$ cat config.mk
export PLATFORM = sky130hd
export DESIGN_NAME = phased_array_driver_flat
export DESIGN_NICKNAME = d
export VERILOG_FILES = /design/src/rtl/phased_array_pkg.sv /design/src/rtl/phased_array_driver_if.sv /design/src/rtl/pa_channel.sv /design/src/rtl/phased_array_driver.sv /design/src/flat_wrapper.sv
export SDC_FILE = /design/constraint.sdc
export NUM_CORES = 1
export LEC_CHECK = 0
export ABC_AREA = 1
export CAP_MARGIN = 40
export CORE_MARGIN = 2
export CORE_UTILIZATION = 45
export DETAILED_ROUTE_END_ITERATION = 8
export SYNTH_ARGS = -nofsm -noshare
export SYNTH_HDL_FRONTEND = slang
export SYNTH_HIERARCHICAL = 1
export SYNTH_SLANG_ARGS = --single-unit
$ cat constraint.sdc
create_clock -name clk -period 8.8 [get_ports clk]
set_input_delay 1.76 -clock clk [delete_from_list [all_inputs] [get_ports clk]]
set_output_delay 1.76 -clock clk [all_outputs]
set_load 0.03 [all_outputs]
$ cat src/rtl/phased_array_pkg.sv
// rtl/phased_array_pkg.sv - register map, bus widths and FSM encoding for the phased-array driver
package phased_array_pkg;

  localparam int ADDR_W = 7;
  localparam int DATA_W = 8;

  localparam logic [ADDR_W-1:0] REG_ENABLE     = 7'h01;
  localparam logic [ADDR_W-1:0] REG_DUTY       = 7'h02;
  localparam logic [ADDR_W-1:0] REG_CTRL       = 7'h03;
  localparam logic [ADDR_W-1:0] REG_BURST      = 7'h04;
  localparam logic [ADDR_W-1:0] REG_PHASE_BASE = 7'h10;

  typedef enum logic [1:0] {
    IDLE      = 2'd0,
    RUN_CONT  = 2'd1,
    RUN_BURST = 2'd2
  } pa_state_e;

endpackage

$ cat src/rtl/phased_array_driver_if.sv
// rtl/phased_array_driver_if.sv - register write port shared by the front end and the driver
interface phased_array_driver_if;
  import phased_array_pkg::*;

  logic              wr_en;
  logic [ADDR_W-1:0] wr_addr;
  logic [DATA_W-1:0] wr_data;

  modport master (output wr_en, output wr_addr, output wr_data);
  modport slave  (input  wr_en, input  wr_addr, input  wr_data);

endinterface

$ cat src/rtl/pa_channel.sv
// rtl/pa_channel.sv - one output channel: shadow/active phase pair, carrier compare, output flop
module pa_channel #(
  parameter int PHASE_BITS = 4
) (
  input  logic                  clk,
  input  logic                  res_n,
  input  logic                  i_we,
  input  logic [PHASE_BITS-1:0] i_phase,
  input  logic                  i_copy,
  input  logic [PHASE_BITS-1:0] i_cnt,
  input  logic [PHASE_BITS-1:0] i_duty,
  input  logic                  i_gate,
  output logic                  o_out
);

  logic [PHASE_BITS-1:0] r_phase_s;
  logic [PHASE_BITS-1:0] r_phase_a;
  logic [PHASE_BITS-1:0] w_diff;
  logic                  r_out;

  // Modular subtraction shifts this channel's carrier window by its phase
  assign w_diff = i_cnt - r_phase_a;
  assign o_out  = r_out;

  always_ff @(posedge clk or negedge res_n) begin
    if (!res_n) begin
      r_phase_s <= '0;
      r_phase_a <= '0;
      r_out     <= 1'b0;
    end else begin
      if (i_we) begin
        r_phase_s <= i_phase;
      end
      if (i_copy) begin
        r_phase_a <= r_phase_s;
      end
      r_out <= i_gate && (w_diff < i_duty);
    end
  end

endmodule

$ cat src/rtl/phased_array_driver.sv
// rtl/phased_array_driver.sv - N-channel PWM transducer driver with shadowed registers and burst mode
module phased_array_driver
  import phased_array_pkg::*;
#(
  parameter int N_CH       = 37,
  parameter int PHASE_BITS = 4,
  parameter int BURST_BITS = 8
) (
  input  logic                 clk,
  input  logic                 res_n,
  phased_array_driver_if.slave wr,
  output logic [N_CH-1:0]      out,
  output logic                 active,
  output logic                 commit_pending,
  output logic                 period_tick
);

  localparam logic [PHASE_BITS-1:0] CNT_MAX = '1;

  pa_state_e             r_state;
  pa_state_e             w_state_next;
  logic [PHASE_BITS-1:0] r_cnt;
  logic [PHASE_BITS-1:0] w_cnt_next;
  logic [BURST_BITS-1:0] r_bcnt;
  logic [BURST_BITS-1:0] w_bcnt_next;
  logic [PHASE_BITS-1:0] r_duty_s;
  logic [PHASE_BITS-1:0] r_duty_a;
  logic [BURST_BITS-1:0] r_blen_s;
  logic [BURST_BITS-1:0] w_blen_load;
  logic                  r_en_s;
  logic                  r_mode_s;
  logic                  r_pending;
  logic                  w_we_en;
  logic                  w_we_duty;
  logic                  w_we_ctrl;
  logic                  w_we_burst;
  logic                  w_commit_wr;
  logic                  w_en_next;
  logic                  w_run;
  logic                  w_tick;
  logic                  w_copy;
  logic                  w_en_clr;
  logic                  w_gate;
  logic [PHASE_BITS-1:0] w_duty_in;

  assign w_we_en     = wr.wr_en && (wr.wr_addr == REG_ENABLE);
  assign w_we_duty   = wr.wr_en && (wr.wr_addr == REG_DUTY);
  assign w_we_ctrl   = wr.wr_en && (wr.wr_addr == REG_CTRL);
  assign w_we_burst  = wr.wr_en && (wr.wr_addr == REG_BURST);
  assign w_commit_wr = w_we_ctrl && wr.wr_data[0];

  // Enable is looked at as it is being written so start-up and disable skip the shadow latency
  assign w_en_next   = w_we_en ? wr.wr_data[0] : r_en_s;
  assign w_run       = (r_state != IDLE);
  assign w_tick      = w_run && (r_cnt == CNT_MAX);
  assign w_gate      = w_run && w_en_next;
  assign w_duty_in   = (wr.wr_data > DATA_W'(CNT_MAX)) ? CNT_MAX : wr.wr_data[PHASE_BITS-1:0];
  assign w_blen_load = (r_blen_s == '0) ? BURST_BITS'(1) : r_blen_s;

  assign active         = w_run;
  assign commit_pending = r_pending;
  assign period_tick    = w_tick;

  always_comb begin
    w_state_next = r_state;
    w_cnt_next   = r_cnt;
    w_bcnt_next  = r_bcnt;
    w_copy       = 1'b0;
    w_en_clr     = 1'b0;
    case (r_state)
      IDLE: begin
        w_cnt_next = '0;
        if (w_en_next) begin
          w_copy       = 1'b1;
          w_state_next = r_mode_s ? RUN_BURST : RUN_CONT;
          w_bcnt_next  = w_blen_load;
        end
      end
      RUN_CONT: begin
        w_cnt_next = r_cnt + PHASE_BITS'(1);
        if (w_tick && r_pending) begin
          w_copy = 1'b1;
          if (r_mode_s) begin
            w_state_next = RUN_BURST;
            w_bcnt_next  = w_blen_load;
          end
        end
      end
      RUN_BURST: begin
        w_cnt_next = r_cnt + PHASE_BITS'(1);
        if (w_tick) begin
          w_copy      = r_pending;
          w_bcnt_next = r_bcnt - BURST_BITS'(1);
          if ((r_bcnt == BURST_BITS'(1)) || (r_bcnt == '0)) begin
            w_state_next = IDLE;
            w_en_clr     = 1'b1;
          end
        end
      end
      default: w_state_next = IDLE;
    endcase
    // A disable write overrides everything and leaves any pending commit untouched
    if (w_run && !w_en_next) begin
      w_state_next = IDLE;
      w_cnt_next   = '0;
      w_copy       = 1'b0;
    end
  end

  always_ff @(posedge clk or negedge res_n) begin
    if (!res_n) begin
      r_state <= IDLE;
    end else begin
      r_state <= w_state_next;
    end
  end

  always_ff @(posedge clk or negedge res_n) begin
    if (!res_n) begin
      r_cnt     <= '0;
      r_bcnt    <= '0;
      r_pending <= 1'b0;
      r_en_s    <= 1'b0;
      r_mode_s  <= 1'b0;
      r_duty_s  <= '0;
      r_blen_s  <= '0;
      r_duty_a  <= '0;
    end else begin
      r_cnt  <= w_cnt_next;
      r_bcnt <= w_bcnt_next;
      if (w_commit_wr) begin
        r_pending <= 1'b1;
      end else if (w_copy) begin
        r_pending <= 1'b0;
      end
      if (w_en_clr) begin
        r_en_s <= 1'b0;
      end else if (w_we_en) begin
        r_en_s <= wr.wr_data[0];
      end
      if (w_we_ctrl) begin
        r_mode_s <= wr.wr_data[1];
      end
      if (w_we_duty) begin
        r_duty_s <= w_duty_in;
      end
      if (w_we_burst) begin
        r_blen_s <= wr.wr_data[BURST_BITS-1:0];
      end
      if (w_copy) begin
        r_duty_a <= r_duty_s;
      end
    end
  end

  for (genvar gi = 0; gi < N_CH; gi++) begin : g_ch
    logic w_we_phase;
    assign w_we_phase = wr.wr_en && (wr.wr_addr == (REG_PHASE_BASE + ADDR_W'(gi)));

    pa_channel #(.PHASE_BITS(PHASE_BITS)) u_ch (
      .clk     (clk),
      .res_n   (res_n),
      .i_we    (w_we_phase),
      .i_phase (wr.wr_data[PHASE_BITS-1:0]),
      .i_copy  (w_copy),
      .i_cnt   (r_cnt),
      .i_duty  (r_duty_a),
      .i_gate  (w_gate),
      .o_out   (out[gi])
    );
  end

endmodule

$ cat src/flat_wrapper.sv
// flat-port wrapper written by rule: the top's interface ports become plain ports
module phased_array_driver_flat import phased_array_pkg::*;
#(
  parameter int N_CH       = 37,
  parameter int PHASE_BITS = 4,
  parameter int BURST_BITS = 8
)
  (clk, res_n, out, active, commit_pending, period_tick, wr_wr_en, wr_wr_addr, wr_wr_data);
  phased_array_driver_if wr_i ();
  input  logic clk;
  input  logic res_n;
  output logic [N_CH-1:0] out;
  output logic active;
  output logic commit_pending;
  output logic period_tick;
  input wire logic [$bits(wr_i.wr_en)-1:0] wr_wr_en;
  input wire logic [$bits(wr_i.wr_addr)-1:0] wr_wr_addr;
  input wire logic [$bits(wr_i.wr_data)-1:0] wr_wr_data;
  assign wr_i.wr_en = wr_wr_en;
  assign wr_i.wr_addr = wr_wr_addr;
  assign wr_i.wr_data = wr_wr_data;
  phased_array_driver #(.N_CH(N_CH), .PHASE_BITS(PHASE_BITS), .BURST_BITS(BURST_BITS)) u_core (.clk(clk), .res_n(res_n), .wr(wr_i), .out(out), .active(active), .commit_pending(commit_pending), .period_tick(period_tick));
endmodule
# Yosys cells after proc, flatten, opt, wreduce, memory -nomap -nowiden
# Index checks and enable logic that the tools add are counted.
# totals
regBits	366
inputBits	18
out_inout_bits	40
word_cells	375
# op_classes
addsub	39
order_cmp	38
eq_ne	54
muxes	29
reduce_logical	95
# op_table
op	n
less-than comparator 4 bit	37
subtractor 4 bit	37
equality test 7 x 6 -> 1 bit, second input constant	21
equality test 7 x 5 -> 1 bit, second input constant	16
logical AND 1 bit	83
2-to-1 mux 8 bit	5
case mux 8 bit (3 select lines)	1
logical NOT 8 bit	2
!= test 3 x 1 -> 1 bit, second input constant	5
equality test 7 x 2 -> 1 bit, second input constant	2
2-to-1 mux 2 bit	7
2-to-1 mux 1 bit	11
AND reduction 5 bit	2
equality test 8 x 1 -> 1 bit, second input constant	1
greater-than comparator 8 x 4 -> 1 bit, second input constant	1
2-to-1 mux 4 bit	2
!= test 2 x 1 -> 1 bit, second input constant	4
case mux 4 bit (2 select lines)	1
subtractor 8 x 1 -> 8 bit, second input constant	1
equality test 7 x 1 -> 1 bit, second input constant	1
equality test 7 x 3 -> 1 bit, second input constant	1
case mux 2 bit (3 select lines)	1
nonzero test 3 bit	2
adder 4 x 1 -> 4 bit, second input constant	1
other kinds (9)	10

# Depth between registers and ports, before layout
# Gate-level depths: netlist of the first run.
# logic_depth
word_depth	8
depth_mapped	12
mapped_depth_nobuf	12

# Cells and area by module
# Netlist of the first run, hierarchy kept.
# by_module_without_submodules
mod	instances	cells_per_inst	area_per_inst_um2	seq_area_each_um2
pa_channel	37	59	524.3	225.2
phased_array_driver	1	325	2217.1	825.8

# Worst setup path after synthesis of the first run
# No wires, ideal clock.
# synth_path
path_kind	reg2reg
start	register u_core.r_cnt[1]
end	register u_core.g_ch[0].u_ch.r_phase_a[3]
setup_ps	346
arrival_time_ps	8360
t_required_ps	8454
path_slack_ps	93
path_stages_with_launch	11
n_path_buf	0
synth_period_minus_slack_ps	8707
cell_sequence	dfrtp_1 ha_1 nand2_1 clkinv_1 nand3_4 inv_1 o211ai_1 nand2_1 nand2_4 inv_1 o21ai_0
# synth_via
elab_chain_cells	6
word_cells_on_any_way	7
classes_between	eq/ne (1); mux (4); reduce/logical (2)
# synth_rtl
item	line	source
start: declaration	phased_array_driver.sv:22	logic [PHASE_BITS-1:0] r_cnt;
start signal: assignment	phased_array_driver.sv:129	r_cnt <= w_cnt_next;
equality test 4 bit *	phased_array_driver.sv:55	assign w_tick = w_run && (r_cnt == CNT_MAX);
logical AND 1 bit *	phased_array_driver.sv:55	
via period_tick	flat_wrapper.sv:15	output logic period_tick;
logical AND 1 bit	phased_array_driver.sv:81	if (w_tick && r_pending) begin
2-to-1 mux 1 bit	phased_array_driver.sv:81	
case mux 1 bit (3 select lines) *	phased_array_driver.sv:70	case (r_state)
2-to-1 mux 1 bit *	phased_array_driver.sv:103	if (w_run && !w_en_next) begin
via u_core.w_copy	phased_array_driver.sv:41	logic w_copy;
end signal: assignment	pa_channel.sv:35	r_phase_a <= r_phase_s;
end: declaration	pa_channel.sv:17	logic [PHASE_BITS-1:0] r_phase_a;
# Mark *: on every way through the listed nets, which the timed path passes. The rest lies on a longest branch.
# A chain may end at the register's enable or synchronous reset.

# Worst setup path after layout of the first run
# layout_path
start	input port wr_wr_addr[4]
end	register u_core.g_ch[3].u_ch.r_phase_a[3]
# layout_via
elab_chain_cells	6
word_cells_on_any_way	8
classes_between	eq/ne (1); mux (4); reduce/logical (3)
# layout_rtl
item	line	source
start: declaration	flat_wrapper.sv:17	input wire logic [$bits(wr_i.wr_addr)-1:0] wr_wr_addr;
equality test 7 x 1 -> 1 bit *	phased_array_driver.sv:46	assign w_we_en = wr.wr_en && (wr.wr_addr == REG_ENABLE);
logical AND 1 bit *	phased_array_driver.sv:46	
2-to-1 mux 1 bit *	--	
2-to-1 mux 1 bit / logical NOT 1 bit (equally long branches)	phased_array_driver.sv:73, phased_array_driver.sv:103	
case mux 1 bit (3 select lines) / logical AND 1 bit (equally long branches)	phased_array_driver.sv:70, phased_array_driver.sv:103	
2-to-1 mux 1 bit *	phased_array_driver.sv:103	
via u_core.w_copy	phased_array_driver.sv:41	
end signal: assignment	pa_channel.sv:35	
end: declaration	pa_channel.sv:17	
# Marks and branches as above.

==> impl_metrics.yaml, run 1 <==
synthesis:
  synth_top_family_by_area: "simple AND/OR/NAND/NOR gates"
  yosysSeqAreaShare_pct: 42.37
  syn-num-nets: 2794
  synthAdderAreaFrac_pct: 16.80
  synth_top_area_share_pct: 42.37
  yosys.cell_types.count: 35
  yosysTopAreaCell: "dfrtp_1"
  syn_inst: 2508
  synth-xor-area-share_pct: 1.621
  yosys-mux-area-fraction_pct: 5.783
  synth.avg_cell_area_sq_um: 8.618
  yosys_warnings: 6
  ys_ff_latch: 366
  syn-cell-area_sq_um: 21610
  synth-simple-area-share_pct: 17.57
  synth_area_leaders: "dfrtp_1 42%, ha_1 13%, nand2_1 11%, inv_1 9.0%, mux2_1 5.8%"
  synth_compound_area_share_pct: 6.680
routing:
  drt-total-wl_mm: 49.58
  drt-initial-drc-count: 953
  vias: 16090
  detail-route-antenna-nets: 0
  drc_errors: 0
  wl_per_cell_um: 15.14
  first_pass_iters: 5
  vias_per_cell: 4.915
sta:
  rsz0062_at_grt: "false"
  fmax_mhz: 218.5
  whs_ns: 0.4690
  finalCriticalPeriod_ns: 4.577
  slew_headroom_pct: 44.22
  final_hold_viol_count: 0
  period_share_pct: 52.02
  finalSetupViolCount: 0
  fin_setup_tns_ns: 0
  worst_pin_slew_ns: 0.8367
  clock_skew_ns: 0.01279
  report.final.slew_viol_count: 0
global_route:
  antenna_found_initial: 0
  grt_pass1_vias: 16030
  grt_overflow: 0
  grt_max_degree: 169
  grt_use_total_pct: 20.72
  grt_pass1_wl_mm: 81.96
worst_setup_path:
  path_cells: "clkdlybuf4s50_1 -> inv_1 -> nand2_1 -> nor2_4 -> nand3_1 -> nand3_2 -> nand2_1 -> inv_2 -> nand2_4 -> inv_8 -> buf_16 -> buf_4 -> o21ai_0"
  cpMostUsedCell: "nand2_1"
  worst-path-max-fanout: 168
  crit_type: "input pin to register"
  start_kind: "input pin"
  crit_slowest_cell: "buf_4"
  rr_startpoint: "u_core/r_cnt[1]$_DFFE_PN0P_"
  arrival_ns: 4.99
  cp-startpoint: "wr_wr_addr[4]"
  end_kind: "register"
  slowest_delay_ns: 0.73
  reg2reg_setup_slack_ns: 4.95
  required_ns: 9.21
clock_network:
  post_cts_buffers: 0
  path_clk_slew_ns: 0.06
  cts_htree_levels: 2
  clockBufferDepth: 3
  cts_root_buffer: "clkbuf_16"
  clock-sinks: 366
  cts_buffers: 43
  cts_hold_buf: 0
  clk_latency_ns: 0.57
  postCtsResizedCells: 0
  cts_tree: "yes"
placement:
  dp_hpwl_mm: 31.47
  placed_area_sq_um: 23220
  port_buffers: 57
  place.gp.congestion: 0.7713
final_layout:
  drive_gt1_share_pct: 4.400
  seq_area_sq_um: 9165
  n_fill_cell: 4358
  multi_input_area_sq_um: 10480
  final_util_pct: 51.73
  area_delta_synth_final_pct: 13.79
  antennaDiodeCount: 0
  fin_nets: 2915
  design_area_sq_um: 24600
worst_hold_path:
  hold_start: "u_core/g_ch[13].u_ch/r_phase_s[3]$_DFFE_PN0P_"
  hold_path.class: "register to register"
floorplan:
  rows: 80
  dieArea_sq_um: 49800
  die_width_um: 223.2
  io_pins: 58
  core_area_sq_um: 47550
  start_util_pct: 45.46
  fp.dieH_um: 223.2
power_and_ir_drop:
  ir_worst_vdd_mv: 0.2992
  p_total_uw: 8865
  p_leak_uw: 0.01274
  power.density_nw_per_um2: 360.4
run:
  max_cap_violations: 0
run_status:
  status: "completed"
## flip-flops by register name (all words and copies together), names as in the netlist
signal                      flops
u_core/r_blen_s                 8
u_core/g_ch.u_ch/r_phase_a    148
u_core/commit_pending           1
u_core/r_duty_a                 4
u_core/r_duty_s                 4
u_core/r_mode_s                 1
u_core/r_state                  2
u_core/r_cnt                    4
u_core/r_en_s                   1
u_core/g_ch.u_ch/r_phase_s    148
u_core/g_ch.u_ch/o_out         37
u_core/r_bcnt                   8
## layer usage
metal,vias up,GRT usage (%),share of wire (%)
met3,64,2.739,3.4
met5,-,0,0
met2,210,35.75,48
met1,7683,27.33,46
li1,8136,-,-
met4,0,5.889,2.1
## layout by cell type (no fill, tap or decap), types with 3 or more instances in the layout
| cell type | synthesis | routed |
|---|---|---|
| nand3_1 | 100 | 100 |
| buf_2 | 1 | 4 |
| buf_16 | 0 | 4 |
| clkbuf_1 | 3 | 9 |
| xor2_1 | 39 | 39 |
| nand2_4 | 3 | 3 |
| nor2_1 | 103 | 102 |
| o21ai_1 | 78 | 78 |
| clkdlybuf4s50_1 | 0 | 52 |
| clkbuf_16 | 0 | 43 |
| inv_1 | 520 | 519 |
| ha_1 | 231 | 231 |
| clkinv_2 | 0 | 6 |
| buf_4 | 0 | 17 |
| nand2_2 | 5 | 5 |
| clkbuf_8 | 0 | 9 |
| nand2_1 | 642 | 642 |
| mux2_1 | 111 | 111 |
| a21oi_1 | 115 | 115 |
| o21ai_0 | 87 | 87 |
| nand4_1 | 8 | 8 |
| inv_6 | 0 | 3 |
| dfrtp_1 | 366 | 363 |
| nand3b_1 | 37 | 37 |
| fa_1 | 37 | 37 |
## kinds of logic after synthesis
| logic type | Yosys count |
|---|---|
| compound gates | 286 |
| xor+xnor | 40 |
| fa+ha+maj | 268 |
| buf+inv | 527 |
| flops | 366 |
| mux | 111 |
| simple gates | 910 |
## worst paths after layout
kind | to | depth (start not counted)
max reg2reg | u_core/g_ch[3].u_ch/r_phase_a[3]$_DFFE_PN0P_ | 12
min in group asynchronous | u_core/r_bcnt[5]$_DFFE_PN0P_ | 1
min reg2reg | u_core/g_ch[13].u_ch/r_phase_a[3]$_DFFE_PN0P_ | 2
max in group asynchronous | u_core/g_ch[33].u_ch/o_out$_DFF_PN0_ | 2
min | u_core/g_ch[13].u_ch/r_phase_a[3]$_DFFE_PN0P_ | 2
max | u_core/g_ch[3].u_ch/r_phase_a[3]$_DFFE_PN0P_ | 13
## power breakdown
part | leakage, uW | switching [uW] | total, uW | internal [uW]
Sequential | 0.00466 | 240 | 2300 | 2050
Clock | 0.000675 | 714 | 1750 | 1030
Combinational | 0.00740 | 2900 | 4820 | 1920
Total | 0.0127 | 3850 | 8870 | 5010
## synthesized netlist by cell type, drive strengths merged
master / number
nand3b: 37
dfrtp: 366
nor3: 3
fa: 37
xor2: 39
o21ai: 165
ha: 231
nand3: 102
o211ai: 1
a22oi: 1
clkbuf: 3
nand2: 650
or2: 4
nand4: 8
a21oi: 115
o21bai: 2
nor4: 1
mux2: 111
a31oi: 2
xnor2: 1
clkinv: 1
buf: 1
inv: 522
nor2: 105
## critical path, delay by kind of cell
| family | cells | cell delay [ns] |
|---|---|---|
| buffers and inverters | 6 | 2.03 |
| and+or+nand+nor | 6 | 0.73 |
| AOI/OAI and AO/OA | 1 | 0.21 |
## through the flow
| step | setup slack (ns) | instances |
|---|---|---|
| 2_1_floorplan | 0.09336 | 2508 |
| 3_3_place_gp | 3.726 | 3194 |
| 3_5_place_dp | 3.731 | 3199 |
| 4_1_cts | 4.259 | 3274 |
| 5_1_grt | 3.975 | 3274 |
| 6_report | 4.223 | 3274 |
## layout make-up
cell class                      count  share of cell area [%]
Clock buffer                       61                   5.016
Clock inverter                     14                  0.5697
Inverter                          523                   8.022
Multi-Input combinational cell   1615                   42.61
Sequential cell                   366                   37.26
Tap cell                          615                   3.128
Timing Repair Buffer               80                   3.388
(Power assumes the default switching activity.)
==> run 2, diff against run 1 <==
Clock period 8.8 ns to 4.1 ns, I/O delays scaled along.
==> impl_metrics.yaml, run 2 (synthesized netlist as in run 1, its figures left out) <==
final_layout:
  n_fill_cell: 4377
  finalNonFillerCells: 3291
  multi_input_area_sq_um: 10500
  mostFrequentLayoutCell: "nand2_1"
  fin_nets: 2929
  seq_area_sq_um: 9165
  area_delta_synth_final_pct: 14.91
  layout_common_cells: "640 x nand2_1, 518 x inv_1, 363 x dfrtp_1"
  drive_gt1_share_pct: 4.972
global_route:
  grt_pass1_wl_mm: 84.31
  grt_max_degree: 141
  antenna_found_initial: 2
  grt_overflow: 0
  grt_pass1_vias: 16440
  grt_use_total_pct: 21.38
sta:
  period_share_pct: 81.99
  slew_headroom_pct: 39.79
  rsz0062_at_grt: "false"
  final_hold_viol_count: 0
  finalSetupViolCount: 0
  worst_pin_slew_ns: 0.9031
  finalCriticalPeriod_ns: 3.362
  clock_skew_ns: 0.01379
  finalWorstSetupSlack_ns: 0.7385
  report.final.slew_viol_count: 0
  fmax_mhz: 297.5
routing:
  vias_per_cell: 4.956
  detail-route-antenna-nets: 0
  vias: 16310
  drt-initial-drc-count: 744
  drc_errors: 0
  wl_per_cell_um: 15.53
  first_pass_iters: 4
  drt-total-wl_mm: 51.10
power_and_ir_drop:
  ir_worst_vdd_mv: 0.4392
  p_leak_uw: 0.01282
  power.density_nw_per_um2: 779.3
worst_setup_path:
  worst-path-max-fanout: 11
  rr_startpoint: "u_core/r_cnt[0]$_DFFE_PN0P_"
  reg2reg_to: "u_core/g_ch[33].u_ch/o_out$_DFF_PN0_"
  end_kind: "output pin"
  start_kind: "register"
  reg2reg_setup_slack_ns: 1.33
  critical-path-top-delay-family: "buffers and inverters"
  required_ns: 3.28
  path_cells: "ha_4 -> nand2_2 -> clkinv_2 -> nand3_4 -> clkinvlp_4 -> clkdlybuf4s50_1"
  critPathBufInv: 3
  crit_type: "register to output pin"
  crit_slowest_cell: "dfrtp_1"
  arrival_ns: 2.54
  slowest_delay_ns: 0.75
  r2r_cells: 9
floorplan:
  fp.dieH_um: 223.2
  die_width_um: 223.2
  dieArea_sq_um: 49800
  start_util_pct: 45.46
  core_area_sq_um: 47550
  rows: 80
  io_pins: 58
placement:
  port_buffers: 57
  numPlacedInstances: 3213
  dp_hpwl_mm: 33.22
  place.gp.congestion: 0.7976
  post-place-ws_ns: 0.9197
run:
  max_cap_violations: 0
clock_network:
  postCtsResizedCells: 0
  clock-sinks: 366
  cts_tree: "yes"
  post_cts_buffers: 0
  clk_latency_ns: 0.56
  clockBufferDepth: 3
  cts_root_buffer: "clkbuf_16"
  cts_hold_buf: 0
  cts_htree_levels: 2
  path_clk_slew_ns: 0.06
  cts_buffers: 43
run_status:
  status: "completed"
worst_hold_path:
  hold_path.class: "input pin to async pin"
## run 2: worst register-to-register path: stages (launching register included)
cell	delay (ns)
dfrtp_1	0.75
buf_12	0.32
inv_1	0.08
ha_1	0.19
inv_1	0.08
fa_1	0.42
ha_1	0.28
nand2_1	0.07
nand2_1	0.05
a21oi_1	0.36
## run 2: how the worst max path moves through the flow
stage / slack, ns / end / start / cells past startpoint
floorplan: -1.14 / u_core/g_ch[0].u_ch/r_phase_a[3]$_DFFE_PN0P_ / u_core/r_cnt[1]$_DFFE_PN0P_ / 10
global placement: 0.99 / u_core/g_ch[23].u_ch/r_phase_a[3]$_DFFE_PN0P_ / wr_wr_addr[4] / 12
detailed placement: 0.92 / u_core/g_ch[18].u_ch/r_phase_a[2]$_DFFE_PN0P_ / wr_wr_en / 11
CTS: 0.70 / period_tick / u_core/r_cnt[0]$_DFFE_PN0P_ / 6
global route: 0.66 / period_tick / u_core/r_cnt[0]$_DFFE_PN0P_ / 6
finish: 0.74 / period_tick / u_core/r_cnt[0]$_DFFE_PN0P_ / 6
## run 2: through the flow
stage / util (%) / total power, uW / instance area, sq um / setup TNS (ns) / hold slack, ns
after floorplan: - / 12690 / 21640 / -154.45 / 0.4461
after global placement: 49.10 / 15040 / 23350 / 0 / 0.4537
after detailed placement: 49.29 / 15720 / 23440 / 0 / 0.4592
after CTS: 52.23 / 19620 / 24830 / 0 / 0.3785
after global routing: 52.24 / 21670 / 24840 / 0 / 0.4105
final: 52.24 / 19360 / 24840 / 0 / 0.3387
## run 2: cell type report
type | instances | area share, %
repair buffers | 94 | 4.141
clock buffers | 65 | 5.159
diodes | 1 | 0.01008
flip-flops and latches | 366 | 36.90
multi-input cells | 1615 | 42.27
well taps | 615 | 3.098
inverters | 523 | 7.950
clock inverters | 12 | 0.4685
## run 2: routing by layer
| metal | up-vias | track usage [%] | wire, um |
|---|---|---|---|
| met5 | - | 0 | 0 |
| met4 | 0 | 6.365 | 1166 |
| met3 | 86 | 2.845 | 1859 |
| met2 | 250 | 36.19 | 23870 |
| met1 | 7822 | 28.68 | 24200 |
| li1 | 8153 | - | - |
## run 2: where the power goes
group	internal, uW	switching [uW]
combinational	4280	6410
sequential	4410	454
clock	2280	1510
